$ cat src/rtl/lcd_frame_driver_pkg.sv
// Shared FSM/timer types and KS0108 command bytes for lcd_frame_driver.
// Optional build macro LCD_CLEAR_EN is handled in the interface and top.
package lcd_pkg;

    typedef enum logic [2:0] {
        S_IDLE,
        S_DISP_ON,
        S_SET_PAGE,
        S_SET_COL,
        S_FETCH,
        S_CAPTURE,
        S_WRITE,
        S_DONE
    } state_t;

    typedef enum logic [1:0] {
        T_SETUP,
        T_HIGH,
        T_LOW
    } phase_t;

    localparam logic [7:0] LCD_CMD_DISP_ON = 8'h3F;
    localparam logic [7:0] LCD_CMD_PAGE    = 8'hB8;
    localparam logic [7:0] LCD_CMD_COL     = 8'h40;

    function automatic logic [7:0] page_cmd(input logic [2:0] page);
        return LCD_CMD_PAGE | {5'b0, page};
    endfunction

endpackage

$ cat src/rtl/lcd_frame_driver_if.sv
// Frame-request, frame-buffer and LCD pin bundle for lcd_frame_driver.
// LCD_CLEAR_EN adds the clear_i request qualifier.
interface lcd_frame_driver_if #(
    parameter int NUM_CHIPS = 2,
    parameter int AW        = 10
);
    logic                 start_i;
    logic                 busy_o;
    logic                 done_o;
    logic                 fb_rd_o;
    logic [AW-1:0]        fb_addr_o;
    logic [7:0]           fb_data_i;
    logic [7:0]           lcd_db_o;
    logic                 lcd_dori_o;
    logic                 lcd_rw_o;
    logic                 lcd_en_o;
    logic [NUM_CHIPS-1:0] lcd_cs_o;

`ifdef LCD_CLEAR_EN
    logic                 clear_i;

    modport master (
        input  start_i, clear_i, fb_data_i,
        output busy_o, done_o, fb_rd_o, fb_addr_o,
        output lcd_db_o, lcd_dori_o, lcd_rw_o, lcd_en_o, lcd_cs_o
    );

    modport slave (
        output start_i, clear_i, fb_data_i,
        input  busy_o, done_o, fb_rd_o, fb_addr_o,
        input  lcd_db_o, lcd_dori_o, lcd_rw_o, lcd_en_o, lcd_cs_o
    );
`else
    modport master (
        input  start_i, fb_data_i,
        output busy_o, done_o, fb_rd_o, fb_addr_o,
        output lcd_db_o, lcd_dori_o, lcd_rw_o, lcd_en_o, lcd_cs_o
    );

    modport slave (
        output start_i, fb_data_i,
        input  busy_o, done_o, fb_rd_o, fb_addr_o,
        input  lcd_db_o, lcd_dori_o, lcd_rw_o, lcd_en_o, lcd_cs_o
    );
`endif

endinterface

$ cat src/rtl/lcd_frame_driver_bus_timer.sv
// One LCD write transaction: SETUP, EN_HIGH_CYC high, EN_LOW_CYC low.
// Pins are registered and held for the whole transaction.
module lcd_bus_timer
    import lcd_pkg::*;
#(
    parameter int NUM_CHIPS   = 2,
    parameter int EN_HIGH_CYC = 4,
    parameter int EN_LOW_CYC  = 4
) (
    input  logic                 clk,
    input  logic                 rst,
    input  logic                 req,
    input  logic [7:0]           db,
    input  logic                 dori,
    input  logic [NUM_CHIPS-1:0] cs,
    output logic [7:0]           lcd_db,
    output logic                 lcd_dori,
    output logic                 lcd_en,
    output logic [NUM_CHIPS-1:0] lcd_cs,
    output logic                 ack
);

    localparam int CNT_MAX = (EN_HIGH_CYC > EN_LOW_CYC) ? EN_HIGH_CYC : EN_LOW_CYC;
    localparam int CW      = (CNT_MAX > 1) ? $clog2(CNT_MAX) : 1;
    localparam logic [CW-1:0] HIGH_LAST = CW'(EN_HIGH_CYC - 1);
    localparam logic [CW-1:0] LOW_LAST  = CW'(EN_LOW_CYC - 1);

    logic          active;
    phase_t        phase;
    logic [CW-1:0] cnt;

    // A new req in the ack cycle chains transactions with no idle gap.
    assign ack = active && (phase == T_LOW) && (cnt == LOW_LAST);

    always_ff @(posedge clk) begin
        if (rst) begin
            active   <= 1'b0;
            phase    <= T_SETUP;
            cnt      <= '0;
            lcd_db   <= '0;
            lcd_dori <= 1'b0;
            lcd_en   <= 1'b0;
            lcd_cs   <= '0;
        end else if (req) begin
            active   <= 1'b1;
            phase    <= T_SETUP;
            cnt      <= '0;
            lcd_db   <= db;
            lcd_dori <= dori;
            lcd_en   <= 1'b0;
            lcd_cs   <= cs;
        end else if (active) begin
            unique case (phase)
                T_SETUP: begin
                    phase  <= T_HIGH;
                    lcd_en <= 1'b1;
                    cnt    <= '0;
                end
                T_HIGH: begin
                    if (cnt == HIGH_LAST) begin
                        phase  <= T_LOW;
                        lcd_en <= 1'b0;
                        cnt    <= '0;
                    end else begin
                        cnt <= cnt + 1'b1;
                    end
                end
                T_LOW: begin
                    if (cnt == LOW_LAST) begin
                        active   <= 1'b0;
                        lcd_db   <= '0;
                        lcd_dori <= 1'b0;
                        lcd_cs   <= '0;
                    end else begin
                        cnt <= cnt + 1'b1;
                    end
                end
                default: begin
                    active <= 1'b0;
                    lcd_en <= 1'b0;
                end
            endcase
        end
    end

endmodule

$ cat src/rtl/lcd_frame_driver.sv
// Full-frame refresh for dual-controller KS0108-class LCDs.
// Build macro LCD_CLEAR_EN adds clear_i for zero-fill frames.
module lcd_frame_driver
    import lcd_pkg::*;
#(
    parameter int NUM_CHIPS   = 2,
    parameter int PAGES       = 8,
    parameter int COLS        = 64,
    parameter int EN_HIGH_CYC = 4,
    parameter int EN_LOW_CYC  = 4
) (
    input logic                clk,
    input logic                rst,
    lcd_frame_driver_if.master bus
);

    localparam int DEPTH = NUM_CHIPS * PAGES * COLS;
    localparam int AW    = (DEPTH > 1) ? $clog2(DEPTH) : 1;
    localparam int CHW   = (NUM_CHIPS > 1) ? $clog2(NUM_CHIPS) : 1;
    localparam logic [CHW-1:0] CHIP_LAST = CHW'(NUM_CHIPS - 1);
    localparam logic [2:0]     PAGE_LAST = 3'(PAGES - 1);
    localparam logic [5:0]     COL_LAST  = 6'(COLS - 1);

    if (NUM_CHIPS < 1 || PAGES < 1 || PAGES > 8 || COLS < 1 || COLS > 64 ||
        EN_HIGH_CYC < 1 || EN_LOW_CYC < 1) begin : g_param_check
        $error("lcd_frame_driver: parameter out of range");
    end

    state_t               state;
    state_t               state_n;
    logic                 start_q;
    logic                 start_edge;
    logic                 clear_mode;
    logic [CHW-1:0]       chip;
    logic [CHW-1:0]       chip_n;
    logic [2:0]           page;
    logic [2:0]           page_n;
    logic [5:0]           col;
    logic [5:0]           col_n;
    logic                 req;
    logic                 req_dori;
    logic [7:0]           req_db;
    logic [NUM_CHIPS-1:0] req_cs;
    logic                 ack;

    assign start_edge = (state == S_IDLE) && bus.start_i && !start_q;

`ifdef LCD_CLEAR_EN
    logic clear_q;

    always_ff @(posedge clk) begin
        if (rst) begin
            clear_q <= 1'b0;
        end else if (start_edge) begin
            clear_q <= bus.clear_i;
        end
    end

    assign clear_mode = clear_q;
`else
    assign clear_mode = 1'b0;
`endif

    // Next-state and the transaction to launch on this edge, if any.
    always_comb begin
        state_n  = state;
        chip_n   = chip;
        page_n   = page;
        col_n    = col;
        req      = 1'b0;
        req_db   = 8'h00;
        req_dori = 1'b0;
        unique case (state)
            S_IDLE: begin
                if (start_edge) begin
                    state_n = S_DISP_ON;
                    req     = 1'b1;
                    req_db  = LCD_CMD_DISP_ON;
                end
            end
            S_DISP_ON: begin
                if (ack) begin
                    state_n = S_SET_PAGE;
                    req     = 1'b1;
                    req_db  = page_cmd(page);
                end
            end
            S_SET_PAGE: begin
                if (ack) begin
                    state_n = S_SET_COL;
                    req     = 1'b1;
                    req_db  = LCD_CMD_COL;
                end
            end
            S_SET_COL: begin
                if (ack) begin
                    if (clear_mode) begin
                        state_n  = S_WRITE;
                        req      = 1'b1;
                        req_dori = 1'b1;
                    end else begin
                        state_n = S_FETCH;
                    end
                end
            end
            S_FETCH: begin
                state_n = S_CAPTURE;
            end
            S_CAPTURE: begin
                state_n  = S_WRITE;
                req      = 1'b1;
                req_dori = 1'b1;
                req_db   = bus.fb_data_i;
            end
            S_WRITE: begin
                if (ack) begin
                    if (col != COL_LAST) begin
                        col_n = col + 6'd1;
                        if (clear_mode) begin
                            state_n  = S_WRITE;
                            req      = 1'b1;
                            req_dori = 1'b1;
                        end else begin
                            state_n = S_FETCH;
                        end
                    end else if (page != PAGE_LAST) begin
                        col_n   = '0;
                        page_n  = page + 3'd1;
                        state_n = S_SET_PAGE;
                        req     = 1'b1;
                        req_db  = page_cmd(page_n);
                    end else if (chip != CHIP_LAST) begin
                        col_n   = '0;
                        page_n  = '0;
                        chip_n  = chip + 1'b1;
                        state_n = S_DISP_ON;
                        req     = 1'b1;
                        req_db  = LCD_CMD_DISP_ON;
                    end else begin
                        col_n   = '0;
                        page_n  = '0;
                        chip_n  = '0;
                        state_n = S_DONE;
                    end
                end
            end
            S_DONE: begin
                state_n = S_IDLE;
            end
            default: begin
                state_n = S_IDLE;
            end
        endcase
    end

    assign req_cs = NUM_CHIPS'(1) << chip_n;

    always_ff @(posedge clk) begin
        if (rst) begin
            state         <= S_IDLE;
            start_q       <= 1'b0;
            chip          <= '0;
            page          <= '0;
            col           <= '0;
            bus.busy_o    <= 1'b0;
            bus.done_o    <= 1'b0;
            bus.fb_rd_o   <= 1'b0;
            bus.fb_addr_o <= '0;
        end else begin
            state       <= state_n;
            start_q     <= bus.start_i;
            chip        <= chip_n;
            page        <= page_n;
            col         <= col_n;
            bus.busy_o  <= (state_n != S_IDLE) && (state_n != S_DONE);
            bus.done_o  <= (state_n == S_DONE);
            bus.fb_rd_o <= (state_n == S_FETCH);
            if (state_n == S_FETCH) begin
                bus.fb_addr_o <= AW'((32'(chip_n) * 32'(PAGES) + 32'(page_n)) *
                                     32'(COLS) + 32'(col_n));
            end
        end
    end

    assign bus.lcd_rw_o = 1'b0;

    lcd_bus_timer #(
        .NUM_CHIPS  (NUM_CHIPS),
        .EN_HIGH_CYC(EN_HIGH_CYC),
        .EN_LOW_CYC (EN_LOW_CYC)
    ) u_timer (
        .clk     (clk),
        .rst     (rst),
        .req     (req),
        .db      (req_db),
        .dori    (req_dori),
        .cs      (req_cs),
        .lcd_db  (bus.lcd_db_o),
        .lcd_dori(bus.lcd_dori_o),
        .lcd_en  (bus.lcd_en_o),
        .lcd_cs  (bus.lcd_cs_o),
        .ack     (ack)
    );

endmodule
$ cat src/flat_wrapper.sv
// flat-port wrapper written by rule: the top's interface ports become plain ports
module lcd_frame_driver_flat import lcd_pkg::*;
#(
    parameter int NUM_CHIPS   = 2,
    parameter int PAGES       = 8,
    parameter int COLS        = 64,
    parameter int EN_HIGH_CYC = 4,
    parameter int EN_LOW_CYC  = 4
)
  (clk, rst, bus_start_i, bus_fb_data_i, bus_busy_o, bus_done_o, bus_fb_rd_o, bus_fb_addr_o, bus_lcd_db_o, bus_lcd_dori_o, bus_lcd_rw_o, bus_lcd_en_o, bus_lcd_cs_o);
  lcd_frame_driver_if #(.NUM_CHIPS(NUM_CHIPS)) bus_i ();
  input logic clk;
  input logic rst;
  input wire logic [$bits(bus_i.start_i)-1:0] bus_start_i;
  input wire logic [$bits(bus_i.fb_data_i)-1:0] bus_fb_data_i;
  output wire logic [$bits(bus_i.busy_o)-1:0] bus_busy_o;
  output wire logic [$bits(bus_i.done_o)-1:0] bus_done_o;
  output wire logic [$bits(bus_i.fb_rd_o)-1:0] bus_fb_rd_o;
  output wire logic [$bits(bus_i.fb_addr_o)-1:0] bus_fb_addr_o;
  output wire logic [$bits(bus_i.lcd_db_o)-1:0] bus_lcd_db_o;
  output wire logic [$bits(bus_i.lcd_dori_o)-1:0] bus_lcd_dori_o;
  output wire logic [$bits(bus_i.lcd_rw_o)-1:0] bus_lcd_rw_o;
  output wire logic [$bits(bus_i.lcd_en_o)-1:0] bus_lcd_en_o;
  output wire logic [$bits(bus_i.lcd_cs_o)-1:0] bus_lcd_cs_o;
  assign bus_i.start_i = bus_start_i;
  assign bus_i.fb_data_i = bus_fb_data_i;
  assign bus_busy_o = bus_i.busy_o;
  assign bus_done_o = bus_i.done_o;
  assign bus_fb_rd_o = bus_i.fb_rd_o;
  assign bus_fb_addr_o = bus_i.fb_addr_o;
  assign bus_lcd_db_o = bus_i.lcd_db_o;
  assign bus_lcd_dori_o = bus_i.lcd_dori_o;
  assign bus_lcd_rw_o = bus_i.lcd_rw_o;
  assign bus_lcd_en_o = bus_i.lcd_en_o;
  assign bus_lcd_cs_o = bus_i.lcd_cs_o;
  lcd_frame_driver #(.NUM_CHIPS(NUM_CHIPS), .PAGES(PAGES), .COLS(COLS), .EN_HIGH_CYC(EN_HIGH_CYC), .EN_LOW_CYC(EN_LOW_CYC)) u_core (.clk(clk), .rst(rst), .bus(bus_i));
endmodule
$ cat config.mk
export PLATFORM = sky130hd
export DESIGN_NAME = lcd_frame_driver_flat
export DESIGN_NICKNAME = d
export VERILOG_FILES = /design/src/rtl/lcd_frame_driver_pkg.sv /design/src/rtl/lcd_frame_driver_if.sv /design/src/rtl/lcd_frame_driver_bus_timer.sv /design/src/rtl/lcd_frame_driver.sv /design/src/flat_wrapper.sv
export SDC_FILE = /design/constraint.sdc
export NUM_CORES = 1
export LEC_CHECK = 0
export BUFFER_PORTS_ARGS = -buffer_cell sky130_fd_sc_hd__buf_2
export CORE_MARGIN = 2
export CORE_UTILIZATION = 30
export DETAILED_ROUTE_END_ITERATION = 8
export GPL_TIMING_DRIVEN = 0
export PLACE_DENSITY_LB_ADDON = 0.15
export SYNTH_ARGS = -nofsm -noshare
export SYNTH_HDL_FRONTEND = slang
export SYNTH_HIERARCHICAL = 1
export SYNTH_SLANG_ARGS = --single-unit
export TNS_END_PERCENT = 20
$ cat constraint.sdc
create_clock -name clk -period 2.5 [get_ports clk]
set_input_delay 0.5 -clock clk [delete_from_list [all_inputs] [get_ports clk]]
set_output_delay 0.5 -clock clk [all_outputs]
set_load 0.05 [all_outputs]
==> results of run 1 <==
[worst max-delay path by stage]
stage | cells past startpoint | endpoint | slack [ns]
6_report | 11 | u_core/u_timer/lcd_cs[0]$_SDFFE_PP0P_ | 0.15
5_1_grt | 11 | u_core/u_timer/lcd_cs[0]$_SDFFE_PP0P_ | 0.02
4_1_cts | 9 | u_core/bus.fb_addr_o[5]$_SDFFE_PP0N_ | 0.02
3_5_place_dp | 11 | u_core/u_timer/lcd_db[4]$_SDFFE_PP0P_ | -0.25
3_3_place_gp | 11 | u_core/u_timer/lcd_db[1]$_SDFFE_PP0P_ | -0.23
2_1_floorplan | 11 | u_core/u_timer/lcd_cs[0]$_SDFFE_PP0P_ | 0.1
[registers in the layout (all words and copies together) (netlist names)]
| signal | count |
|---|---|
| u_core/page | 3 |
| u_core/u_timer/phase | 2 |
| u_core/u_timer/lcd_cs | 2 |
| u_core/u_timer/lcd_dori | 1 |
| u_core/u_timer/lcd_en | 1 |
| u_core/u_timer/lcd_db | 8 |
| u_core/chip | 1 |
| u_core/bus.fb_rd_o | 1 |
| u_core/start_q | 1 |
| u_core/bus.fb_addr_o | 10 |
| u_core/u_timer/cnt | 2 |
| u_core/col | 6 |
| u_core/bus.done_o | 1 |
| u_core/state | 3 |
| u_core/bus.busy_o | 1 |
| u_core/u_timer/active | 1 |
[report_power, final]
| part | internal, mW | switching [mW] |
|---|---|---|
| combinational | 0.0670 | 0.111 |
| clock | 0.221 | 0.245 |
| sequential | 0.715 | 0.00836 |
| total | 1.00 | 0.364 |
[what timing repair did]
item	4_1_cts	5_1_grt
setup buffers	1	5
pin swaps	1	6
endpoints found under the hold margin	0	0
gates cloned	1	1
resized for setup	14	11
endpoints found under the setup margin	26	25
[synth_stat cells (2+ instances only)]
| cell type | instances | share of area |
|---|---|---|
| a22oi_1 | 12 | 0.041 |
| a211o_1 | 2 | 0.0080 |
| and4_1 | 2 | 0.0080 |
| ha_1 | 9 | 0.052 |
| inv_1 | 7 | 0.012 |
| a31oi_1 | 2 | 0.0057 |
| nand3_1 | 3 | 0.0069 |
| buf_4 | 4 | 0.014 |
| o21ai_0 | 7 | 0.016 |
| a21oi_1 | 8 | 0.018 |
| mux2_4 | 10 | 0.069 |
| dfxtp_1 | 44 | 0.40 |
| nand2b_1 | 7 | 0.020 |
| clkbuf_1 | 6 | 0.010 |
| nand4_1 | 3 | 0.0086 |
| a21o_1 | 3 | 0.010 |
| a221oi_1 | 3 | 0.012 |
| mux2i_1 | 3 | 0.014 |
| a2bb2oi_1 | 2 | 0.0080 |
| xor2_1 | 3 | 0.012 |
| and3_1 | 3 | 0.0086 |
| nor2b_1 | 14 | 0.040 |
| buf_2 | 5 | 0.011 |
| nand2_1 | 12 | 0.021 |
| nor2_1 | 35 | 0.060 |
[worst max-delay path: stages (launching register included)]
cell,delay (ns)
dfxtp_4,0.38
inv_2,0.05
ha_4,0.16
and3_4,0.17
nor2b_2,0.17
and3_4,0.20
a211o_1,0.27
a211o_4,0.35
a31oi_4,0.20
buf_6,0.15
a22oi_1,0.06
nor2_1,0.11
[cell families (layout without fill, tap and decap cells)]
kind of cell	after synthesis	in the layout	synth area share
mux	13	13	0.08243
flops	44	44	0.4030
fa+ha+maj	9	9	0.05152
other cells	1	1	0.001716
simple gates	92	93	0.2244
buf+inv	22	72	0.04751
compound gates	51	51	0.1775
xor+xnor	3	3	0.01202
[stage by stage]
| stage | instances | area (um^2) | utilization |
|---|---|---|---|
| 5_1_grt | 385 | 2729 | 0.3824 |
| 2_1_floorplan | 235 | 2186 | - |
| 4_1_cts | 379 | 2646 | 0.3708 |
| 3_5_place_dp | 369 | 2485 | 0.3482 |
| 6_report | 385 | 2729 | 0.3824 |
| 3_3_place_gp | 369 | 2485 | 0.3482 |
[routing by layer]
layer,wire length [um],GRT usage,part of all wire
met1,2468,0.1755,0.49
met2,2329,0.2162,0.46
met3,199,0.02862,0.039
met4,74,0.05292,0.015
met5,0,0,0
[cell type report]
type	count	area share
clock inverter	2	0.003668
tap	99	0.04539
buffer	15	0.03301
sequential	44	0.3246
inverter	7	0.009629
clock buffer	6	0.03026
timing repair buffer	42	0.08482
multi-input combinational	170	0.4686
==> impl_metrics.csv, run 1 <==
group,metric,value,unit
min_path,worstHoldStart,"bus_start_i",
worst_setup_path,end_kind,"register",
worst_setup_path,r2r_end,"u_core/u_timer/lcd_cs[0]$_SDFFE_PP0P_",
worst_setup_path,r2r-start,"u_core/u_timer/phase[0]$_SDFFE_PP0P_",
worst_setup_path,start_kind,"register",
timing,worst_slew_pin_slew,0.6895,ns
global_route,grt_pass1_wl,8217,um
timing,fmax,425.9,MHz
min_path,hold_end,"u_core/start_q$_SDFF_PP0_",
synthesis,yosysWarnings,6,
die,ioPinCount,37,
routing,drc,0,
synthesis,synthArstFlopShare,0,
die,die_h,89.36,um
clock_tree,cts_sinks,44,
global_route,first_global_vias,1759,
timing,hold_viol_final,0,
timing,rsz0062_at_grt,"no",
pwr,ir_drop,247.4,uV
timing,fin_skew,0.001865,ns
routing,postRouteAntennaNets,0,
clock_tree,clk_pin_slew_worst_paths,0.08,ns
finish,layout_commonest_cell,"dfxtp_1",
finish,multiInputGateArea,1279,um^2
min_path,hold_depth,2,
timing,period_needed,2.348,ns
routing,wl_per_cell,13.17,um
clock_tree,cts_max_path_buffers,2,
synthesis,synthFlopType,"dfxtp_1",
global_route,grt_overflow,0,
die,rows,31,
synthesis,synth_cells,235,
synthesis,ys_ff_latch,44,
place,place_congestion,0.7649,
routing,drt_pass1_iterations,4,
timing,holdWs,0.4348,ns
finish,fillCellCount,755,
synthesis,avgSynthCellArea,9.301,um^2
clock_tree,cts_hold_buf,0,
worst_setup_path,crit_required,2.73,ns
synthesis,synth_edf_count,0,
worst_setup_path,critPathKind,"reg2reg",
timing,slew_viol_final,0,
worst_setup_path,reg2reg_setup_slack,0.15,ns
die,core-area,7137,um^2
timing,setup-tns-final,0,ns
routing,routed_via_density,4.725,
finish,diodes,0,
finish,most-common-layout-cells,"dfxtp_1 (42), buf_2 (38), nor2_1 (35), nor2b_1 (13)",
worst_setup_path,path_max_fanout,8,
global_route,grt_max_degree,14,
min_path,min_path_type,"in2reg",
worst_setup_path,crit_arrival,2.58,ns
finish,area_growth_syn_to_layout,24.84,%
routing,drt-total-wl,5071,um
routing,drt-initial-drc-count,87,
die,die_w,89.36,um
job,max-cap-violations,0,
clock_tree,cts_inserted_buffers,5,
finish,layout.area.seq,885.9,um^2
synthesis,syn_area,2186,um^2
timing,max_slew_margin,0.5361,
finish,drive_gt1_frac,0.3112,
clock_tree,clock-root-buffer,"clkbuf_8",
finish,nets,305,
run_status,status,"completed",
worst_setup_path,crit_start,"u_core/u_timer/phase[0]$_SDFFE_PP0P_",
synthesis,syn_nets,255,
place,dp_hpwl,3422,um
timing,fin_ws,0.1522,ns
global_route,grt_antenna_before_repair,0,
place,numPortBuffers,35,
pwr,p_total,1.368,mW
synthesis,synth_cell_types,51,
clock_tree,htree_levels,2,
routing,vias,1819,
pwr,power.leakage,1.258,nW
die,start_util,0.3063,
worst_setup_path,r2r_cells,11,
clock_tree,cts_tree,"built",
pwr,cellPowerDensity,501.1,nW/um^2
clock_tree,clock_latency,0.30,ns
die,die_area,7985,um^2
synthesis,yosysSeqAreaShare,0.4030,
global_route,track_usage,0.1343,
timing,fin_crit_sh,0.9391,
place,pre_cts_slack,-0.2451,ns
timing,setup_viol,0,
No activity file was read; power rests on OpenSTA's default activity.
==> run 2: changes to the inputs <==
Settings changed: ABC_AREA set to 1.
==> run 2 against run 1 <==
Cell area grew 5.0%; synthesized cell count grew 37%; synthesized area grew 9.0%; hold slack lost 0.015 ns; critical endpoint is now u_core/bus.fb_addr_o[0]$_SDFFE_PP0N_; largest power group unchanged.
==> impl_metrics.csv, run 2 <==
group,metric,value,unit
run_status,status,"completed",
pwr,p_total,1.487,mW
worst_setup_path,end_kind,"register",
finish,layout_commonest_cell,"nand2_1",
clock_tree,cts_inserted_buffers,5,
die,die_h,93.14,um
timing,fin_ws,0.1397,ns
clock_tree,htree_levels,2,
timing,period_needed,2.360,ns
timing,rsz0062_at_grt,"yes",
synthesis,synth_edf_count,0,
clock_tree,clk_pin_slew_worst_paths,0.08,ns
timing,holdWs,0.4197,ns
finish,most-common-layout-cells,"nand2_1 (82), dfxtp_1 (43), buf_2 (35), inv_1 (31), nand3_1 (30)",
place,place_area,2686,um^2
die,core-area,7727,um^2
timing,slew_viol_final,0,
routing,drt_pass1_iterations,4,
die,ioPinCount,37,
worst_setup_path,start_kind,"register",
pwr,cellPowerDensity,519.2,nW/um^2
clock_tree,cts_tree,"built",
global_route,grtUsageMet2,0.2029,
finish,final_util,0.3706,
finish,top_regs,"u_core/bus.fb_addr_o (10), u_core/u_timer/lcd_db (8), u_core/col (6)",
synthesis,syn_nets,342,
routing,drc,0,
timing,hold_viol_final,0,
global_route,track_usage,0.1273,
pwr,ir_drop,312.1,uV
synthesis,synthArstFlopShare,0,
pwr,power.leakage,1.279,nW
place,place_congestion,0.8503,
global_route,grtUsageMet1,0.1747,
synthesis,synth_top_area_share,0.3696,
synthesis,syn_area,2384,um^2
global_route,grt_antenna_before_repair,0,
routing,postRouteAntennaNets,0,
global_route,grt_pass1_wl,8859,um
synthesis,yosysWarnings,6,
worst_setup_path,critPathKind,"reg2reg",
die,die_w,93.14,um
global_route,first_global_vias,1906,
clock_tree,clock_latency,0.30,ns
worst_setup_path,crit_required,2.70,ns
clock_tree,clock-root-buffer,"clkbuf_8",
finish,area_growth_syn_to_layout,20.16,%
synthesis,synth_area_leader_cell,"dfxtp_1",
finish,stdcell_area,2864,um^2
synthesis,yosysSeqAreaShare,0.3696,
routing,vias,2033,
place,numPortBuffers,35,
synthesis,synth.most_common_cell,"nand2_1",
routing,routed_via_density,4.307,
synthesis,synth_cells,322,
routing,wl_per_cell,10.91,um
global_route,grt.met3_usage,0.02981,
finish,nets,389,
synthesis,synthTopCellsByArea,"dfxtp_1 (37%), nand2_1 (13%), nand3_1 (6.3%)",
timing,fin_skew,0.005703,ns
synthesis,yosys-top-cells-count,"nand2_1 (84), dfxtp_1 (44), inv_1 (33), nand3_1 (30), nor2_1 (27)",
place,pre_cts_slack,-0.1018,ns
synthesis,ys_ff_latch,44,
min_path,min_path_type,"in2reg",
die,rows,32,
worst_setup_path,crit_arrival,2.56,ns
global_route,grt_overflow,0,
timing,setup_viol,0,
timing,fmax,423.7,MHz
routing,drt-initial-drc-count,78,
synthesis,synth_cell_types,31,
global_route,busiest_layer,"met2",
finish,drive_gt1_frac,0.3000,
finish,diodes,0,
min_path,hold_depth,3,
worst_setup_path,path_max_fanout,10,
finish,largest_reg_flops,10,
global_route,grt_max_degree,14,
job,max-cap-violations,0,
synthesis,synthFlopType,"dfxtp_1",
place,dp_hpwl,3942,um
worst_setup_path,r2r_cells,18,
die,start_util,0.3085,
timing,fin_crit_sh,0.9441,
clock_tree,cts_max_path_buffers,2,
routing,drt-total-wl,5151,um
finish,top_register,"u_core/bus.fb_addr_o",
synthesis,avgSynthCellArea,7.402,um^2
clock_tree,cts_sinks,44,
die,die_area,8674,um^2
[run 2: cell count changes after synthesis, sizes merged, moves of 5 or more]
cell | previous run | this run
a21oi | 8 | 28
a22oi | 12 | 0
inv | 7 | 36
mux2 | 10 | 0
nand2 | 13 | 89
nand2b | 7 | 0
nand3 | 4 | 42
nand4 | 3 | 8
nor2 | 35 | 42
nor2b | 14 | 0
[run 2: critical path, stage by stage, from the launching register on]
cell and delay (ns):
dfxtp_2 0.37, inv_1 0.07, ha_1 0.22, nand2_1 0.08
inv_2 0.05, nand2_2 0.08, buf_6 0.14, inv_1 0.06
buf_6 0.13, nand4_4 0.13, nor2_4 0.07, buf_4 0.15
nand2_2 0.07, nand3_2 0.12, nor2_4 0.19, buf_12 0.16
nand3_2 0.05, nand2_1 0.08, nor2_2 0.04
[run 2: final cells by class]
cell class | instances | area [um^2]
sequential | 44 | 882.1
fill | 831 | 4863
timing repair buffer | 40 | 212.7
multi-input combinational | 228 | 1259
clock inverter | 2 | 35.03
clock buffer | 6 | 72.57
buffer | 12 | 132.6
inverter | 38 | 142.6
tap | 102 | 127.6
[run 2: what timing repair did]
| action | 4_1_cts | 5_1_grt |
|---|---|---|
| pin swaps | 1 | 4 |
| endpoints found under the setup margin | 15 | 29 |
| hold buffers | 0 | 0 |
| gates resized for setup | 2 | 12 |
| setup buffers | 1 | 4 |
[run 2: stage by stage]
step,setup TNS [ns],cells
2_1_floorplan,0,322
3_3_place_gp,-0.2719,459
3_5_place_dp,-0.7576,459
4_1_cts,0,468
5_1_grt,-0.2199,472
6_report,0,472
[run 2: cells by family after synthesis]
logic type | after synthesis | synth area share
xor+xnor | 2 | 0.007350
flops | 44 | 0.3696
simple gates | 182 | 0.3727
compound gates | 34 | 0.09133
fa+ha+maj | 9 | 0.04724
buf+inv | 50 | 0.1102
other cells | 1 | 0.001573
[run 2: per-layer routing]
layer,vias to the layer above,share of wire
met5,-,0
met4,0,0.0060
met3,4,0.042
met2,38,0.43
met1,868,0.52
li1,1123,-
[run 2: path summary, 6_finish.rpt]
kind                                         from                                    to  slack [ns]
max          u_core/u_timer/phase[0]$_SDFFE_PP0P_  u_core/bus.fb_addr_o[0]$_SDFFE_PP0N_        0.14
min                                   bus_start_i             u_core/start_q$_SDFF_PP0_        0.42
max reg2reg  u_core/u_timer/phase[0]$_SDFFE_PP0P_  u_core/bus.fb_addr_o[0]$_SDFFE_PP0N_        0.14
min reg2reg    u_core/u_timer/lcd_en$_SDFFE_PP0P_    u_core/u_timer/lcd_en$_SDFFE_PP0P_        0.47
[run 2: where the power goes]
part / total [mW] / leakage, nW / internal, mW / switching, mW
clock network: 0.539 / 0.0552 / 0.297 / 0.242
registers: 0.730 / 0.357 / 0.718 / 0.0126
logic: 0.218 / 0.867 / 0.0782 / 0.140
